## src/rtl/stage_two_requant.sv

```systemverilog
// Stage-two requantizer: walks the stage-one accumulator buffer after a start pulse and
// writes scaled, rounded, optionally rectified and saturated OUT_W-bit results.
module stage_two_requant #(
    parameter int ACC_W  = 32,
    parameter int MULT_W = 16,
    parameter int OUT_W  = 8,
    parameter int ADDR_W = 16
) (
    input  logic              clk,
    input  logic              rst,
    input  logic              start,
    input  logic [7:0]        row_shape,
    input  logic [7:0]        col_shape,
    input  logic [MULT_W-1:0] mult,
    input  logic [5:0]        shift,
    input  logic              relu_en,
    output logic              busy,
    output logic              done,
    output logic              acc_rd_en,
    output logic [ADDR_W-1:0] acc_rd_addr,
    input  logic [ACC_W-1:0]  acc_rd_data,
    output logic              out_wr_en,
    output logic [ADDR_W-1:0] out_wr_addr,
    output logic [OUT_W-1:0]  out_wr_data
);

    localparam int PW = ACC_W + MULT_W + 1;
    // One guard bit so adding the rounding bias can never overflow.
    localparam int RW = PW + 1;
    localparam logic signed [RW-1:0] SAT_MAX = RW'((64'sd1 <<< (OUT_W - 1)) - 64'sd1);
    localparam logic signed [RW-1:0] SAT_MIN = -SAT_MAX - RW'(1);
    localparam logic [OUT_W-1:0] OUT_MAX = {1'b0, {(OUT_W - 1){1'b1}}};
    localparam logic [OUT_W-1:0] OUT_MIN = {1'b1, {(OUT_W - 1){1'b0}}};

    typedef enum logic [1:0] {
        ST_IDLE,
        ST_RUN,
        ST_DRAIN,
        ST_DONE
    } state_t;

    state_t state_reg, state_next;

    logic [ADDR_W-1:0] n_last_reg;
    logic [MULT_W-1:0] mult_reg;
    logic [5:0]        shift_reg;
    logic              relu_reg;

    logic              rd_en_reg;
    logic [ADDR_W-1:0] rd_addr_reg;
    logic              vld0_reg, vld1_reg;
    logic [ADDR_W-1:0] addr0_reg, addr1_reg;
    logic signed [PW-1:0] p_reg;
    logic              wr_en_reg;
    logic [ADDR_W-1:0] wr_addr_reg;
    logic [OUT_W-1:0]  wr_data_reg;

    logic [15:0]          n_prod;
    logic [ADDR_W-1:0]    n_start;
    logic signed [PW-1:0] p_next;
    logic signed [RW-1:0] bias, rounded, relu_v;
    logic [OUT_W-1:0]     result;

    assign n_prod  = 16'(row_shape) * 16'(col_shape);
    assign n_start = ADDR_W'(n_prod);
    assign p_next  = PW'($signed(acc_rd_data)) * PW'($signed({1'b0, mult_reg}));

    always_comb begin
        bias = '0;
        if (shift_reg != 6'd0) begin
            bias = RW'(1) <<< (shift_reg - 6'd1);
        end
        rounded = (RW'(p_reg) + bias) >>> shift_reg;
        relu_v  = rounded;
        if (relu_reg && rounded[RW-1]) begin
            relu_v = '0;
        end
        if (relu_v > SAT_MAX) begin
            result = OUT_MAX;
        end else if (relu_v < SAT_MIN) begin
            result = OUT_MIN;
        end else begin
            result = relu_v[OUT_W-1:0];
        end
    end

    always_ff @(posedge clk) begin
        if (rst) begin
            state_reg <= ST_IDLE;
        end else begin
            state_reg <= state_next;
        end
    end

    always_comb begin
        state_next = state_reg;
        case (state_reg)
            ST_IDLE:  if (start) state_next = (n_start == '0) ? ST_DONE : ST_RUN;
            ST_RUN:   if (rd_addr_reg == n_last_reg) state_next = ST_DRAIN;
            ST_DRAIN: if (wr_en_reg && wr_addr_reg == n_last_reg) state_next = ST_DONE;
            ST_DONE:  state_next = ST_IDLE;
            default:  state_next = ST_IDLE;
        endcase
    end

    always_ff @(posedge clk) begin
        if (rst) begin
            n_last_reg  <= '0;
            mult_reg    <= '0;
            shift_reg   <= '0;
            relu_reg    <= 1'b0;
            rd_en_reg   <= 1'b0;
            rd_addr_reg <= '0;
            vld0_reg    <= 1'b0;
            vld1_reg    <= 1'b0;
            addr0_reg   <= '0;
            addr1_reg   <= '0;
            p_reg       <= '0;
            wr_en_reg   <= 1'b0;
            wr_addr_reg <= '0;
            wr_data_reg <= '0;
        end else begin
            // Stage 0 tracks the read whose data is on acc_rd_data this cycle.
            vld0_reg  <= rd_en_reg;
            addr0_reg <= rd_addr_reg;
            vld1_reg  <= vld0_reg;
            addr1_reg <= addr0_reg;
            if (vld0_reg) begin
                p_reg <= p_next;
            end
            wr_en_reg <= vld1_reg;
            if (vld1_reg) begin
                wr_addr_reg <= addr1_reg;
                wr_data_reg <= result;
            end

            case (state_reg)
                ST_IDLE: begin
                    if (start) begin
                        n_last_reg  <= n_start - ADDR_W'(1);
                        mult_reg    <= mult;
                        shift_reg   <= shift;
                        relu_reg    <= relu_en;
                        rd_en_reg   <= (n_start != '0);
                        rd_addr_reg <= '0;
                    end
                end
                ST_RUN: begin
                    if (rd_addr_reg == n_last_reg) begin
                        rd_en_reg   <= 1'b0;
                        rd_addr_reg <= '0;
                    end else begin
                        rd_addr_reg <= rd_addr_reg + ADDR_W'(1);
                    end
                end
                default: ;
            endcase
        end
    end

    assign busy        = (state_reg == ST_RUN) || (state_reg == ST_DRAIN);
    assign done        = (state_reg == ST_DONE);
    assign acc_rd_en   = rd_en_reg;
    assign acc_rd_addr = rd_addr_reg;
    assign out_wr_en   = wr_en_reg;
    assign out_wr_addr = wr_addr_reg;
    assign out_wr_data = wr_data_reg;

endmodule

```

## config.mk

```make
export PLATFORM = sky130hd
export DESIGN_NAME = stage_two_requant
export DESIGN_NICKNAME = d
export VERILOG_FILES = /design/src/rtl/stage_two_requant.sv
export SDC_FILE = /design/constraint.sdc
export NUM_CORES = 2
export LEC_CHECK = 0
export CORE_ASPECT_RATIO = 1.25
export CORE_MARGIN = 5
export CORE_UTILIZATION = 36
export CTS_CLUSTER_SIZE = 30
export DETAILED_ROUTE_END_ITERATION = 6
export SYNTH_ARGS = -nofsm -noshare
export SYNTH_HDL_FRONTEND = slang
export SYNTH_SLANG_ARGS = --single-unit
export TNS_END_PERCENT = 5
```

## constraint.sdc

```tcl
create_clock -name clk -period 10.2 [get_ports clk]
set_input_delay 3.06 -clock clk [delete_from_list [all_inputs] [get_ports clk]]
set_output_delay 3.06 -clock clk [all_outputs]
set_load 0.1 [all_outputs]
```

==> results.ini <==
[power]
power_density_nw_per_um2=253
p_leak_nw=16.8
ir_drop_uv=247
finalPower_mw=9.64

[place]
dp_hpwl_mm=91.6
place_congestion=0.992
dpl.cell_count=5552
numPortBuffers=117

[global_route]
grt_max_degree=92
grt_usage_pct=21.9
grt_pass1_wl_mm=178
grt_pass1_vias=31400
antenna_found_initial=0
grt-ovfl-total=0

[cts]
cts_sinks=166
htree_levels=4
clkTransAtPathRegs_ns=0.08
insertion_delay_ns=0.50
cts-root-buf=clkbuf_16
cts_hold_buf=0
clockBufferDepth=2
cts_buffers=17
cts_tree=done

[yosys]
synth_commonest_cells=607 x inv_1, 604 x nand2_1, 526 x fa_1, 300 x nor2_1, 248 x and2_1
synth_cell_types=110
syn-cell-area_um2=34700
syn-num-nets=5050
synth_edf_count=0
synth_top_cell_by_area=fa_1
yosys-top-cells-area=fa_1 30%, dfxtp_1 9.6%, ha_1 7.5%
synth_cells=4241
synth_most_common_cell=inv_1
syn_area_per_cell_um2=8.18
ys_seq_area_share_pct=9.58
synth_ff_type=dfxtp_1
yosysWarnings=0
synth_seq_cells=166
async_reset_ff_share_pct=0
synth_top_area_share_pct=30.4

[sta]
period_share_pct=95.2
worst_slew_pin_slew_ns=1.10
period_minus_slack_ns=9.71
finalHoldViolations=0
maxSlewHeadroom_pct=26.3
setup_viol=0
skew_ns=0.0163
final.setup.tns_ns=0
timing.hold.ws_ns=0.435
fmax_mhz=103
rsz0062_at_grt=false
maxSlewViolCount=0

[flow_run]
drv_cap=0

[critical_path]
crit_start=acc_rd_data[11]
crit_family=adder cells
cpPeakStageDelay_ns=0.65
crit_path_frequent_cell=fa_1
r2r-start=shift_reg[3]$_SDFFE_PP0P_
critPathRequiredTime_ns=10.55
cp-start-kind=input port
critical_path_class=in2reg
critPathMaxFanout=6
endpoint_kind=register
critical-path-slowest-cell=clkdlybuf4s50_1
crit_arrival_ns=10.06
path_buf_inv=8

[route]
vias=30200
via_per_inst=5.41
firstDrtPassIters=6
wirelength_mm=112
wire_per_inst_um=20.1
drc_errors=0
drtIter0Drc=2150
final_antenna_net_count=0

[die]
core-area_um2=95800
die_h_um=357
initial_core_util_pct=36.2
num_io_pins=118
rows=127
die_w_um=288
die-area_um2=103000

[hold_path]
hold_start=addr0_reg[12]$_SDFF_PP0_
hold_path_class=reg2reg

[layout]
multi_input_area_um2=28100
n_fill_cell=9883
seqCellArea_um2=3330
syn2layout_area_growth_pct=10.1
drive_gt1_share_pct=6.17
largest_register_ffs=49
fin_cells=5584
diodes=0
nets=5090

[run_status]
run_status=completed

cells by family (layout without fill, tap and decap cells):
family          Yosys count  count (layout)  share of synthesized area [%]
mux                     113             113                           3.76
simple gates           1532            1532                           21.1
fa+ha+maj               735             735                           37.9
flops                   166             166                           9.58
buf+inv                 843             896                           9.48
xor+xnor                147             147                           3.74
compound gates          705             705                           14.4
where the power goes:
part / internal, mW / switching [mW]
logic: 3.27 / 4.77
registers: 0.772 / 0.149
clock network: 0.331 / 0.345
final cells by class:
class                      count  area share, %
multi-input combinational   3232           73.5
sequential                   166           8.72
inverter                     610           6.00
timing repair buffer         254           5.95
tap                         1290           4.23
clock buffer                  17           1.11
clock inverter                15          0.456
cell usage in the layout, fill, tap and decap left out, types with 11 or more instances in the layout:
cell type,instances
o21ai_0,90
and4_1,12
a211o_1,11
a31oi_1,16
buf_4,132
a21oi_1,175
nor4_1,26
xor2_1,77
inv_1,607
or4_1,14
a21boi_0,13
fa_1,526
o21bai_1,13
o221ai_1,13
clkbuf_16,17
o21a_1,28
nand4_1,52
or3_1,31
clkdlybuf4s50_1,116
dfxtp_1,161
mux2i_1,82
o22ai_1,18
nor2b_1,46
a21o_1,39
mux4_2,11
nor3_1,54
ha_1,209
and3_1,21
o31ai_1,16
xnor2_1,69
o211ai_1,36
and2_1,247
nand3_1,63
mux2_2,19
nor2_1,300
a211oi_1,44
nand2b_1,19
o21ai_1,14
nand2_1,604
stage by stage:
step	instance area [um2]	worst slack [ns]	utilization, %
4_1_cts	38200	0.398	39.8
3_3_place_gp	37600	-0.0576	39.2
3_5_place_dp	37600	-0.141	39.2
5_1_grt	38200	0.0777	39.8
6_report	38200	0.487	39.8
2_1_floorplan	34700	0.676	-
path summary, 6_finish.rpt:
path                                               endpoint  slack, ns  cells after the start
worst max register to register  out_wr_data[4]$_SDFFE_PP0P_       1.92                     21
worst max-delay path                 p_reg[39]$_SDFFE_PP0P_       0.49                     29
worst min-delay path               addr1_reg[12]$_SDFF_PP0_       0.44                      1
worst min register to register     addr1_reg[12]$_SDFF_PP0_       0.44                      1
metal layers:
metal	track usage [%]	share of wire, %	routed length, um	vias to the layer above
met5	0	0	0	-
met4	8.28	4.2	4740	0
met3	2.55	5.2	5810	245
met2	38.8	50	55900	960
met1	27.3	41	45600	15000
li1	-	-	-	14000
what timing repair did:
action                                  in CTS  in global routing
buffers inserted                             0                  0
hold endpoints to repair                     0                  0
gates resized for setup                      0                  3
endpoints found under the setup margin       0                  5
Note: power is estimated with default switching activity, not from simulation.
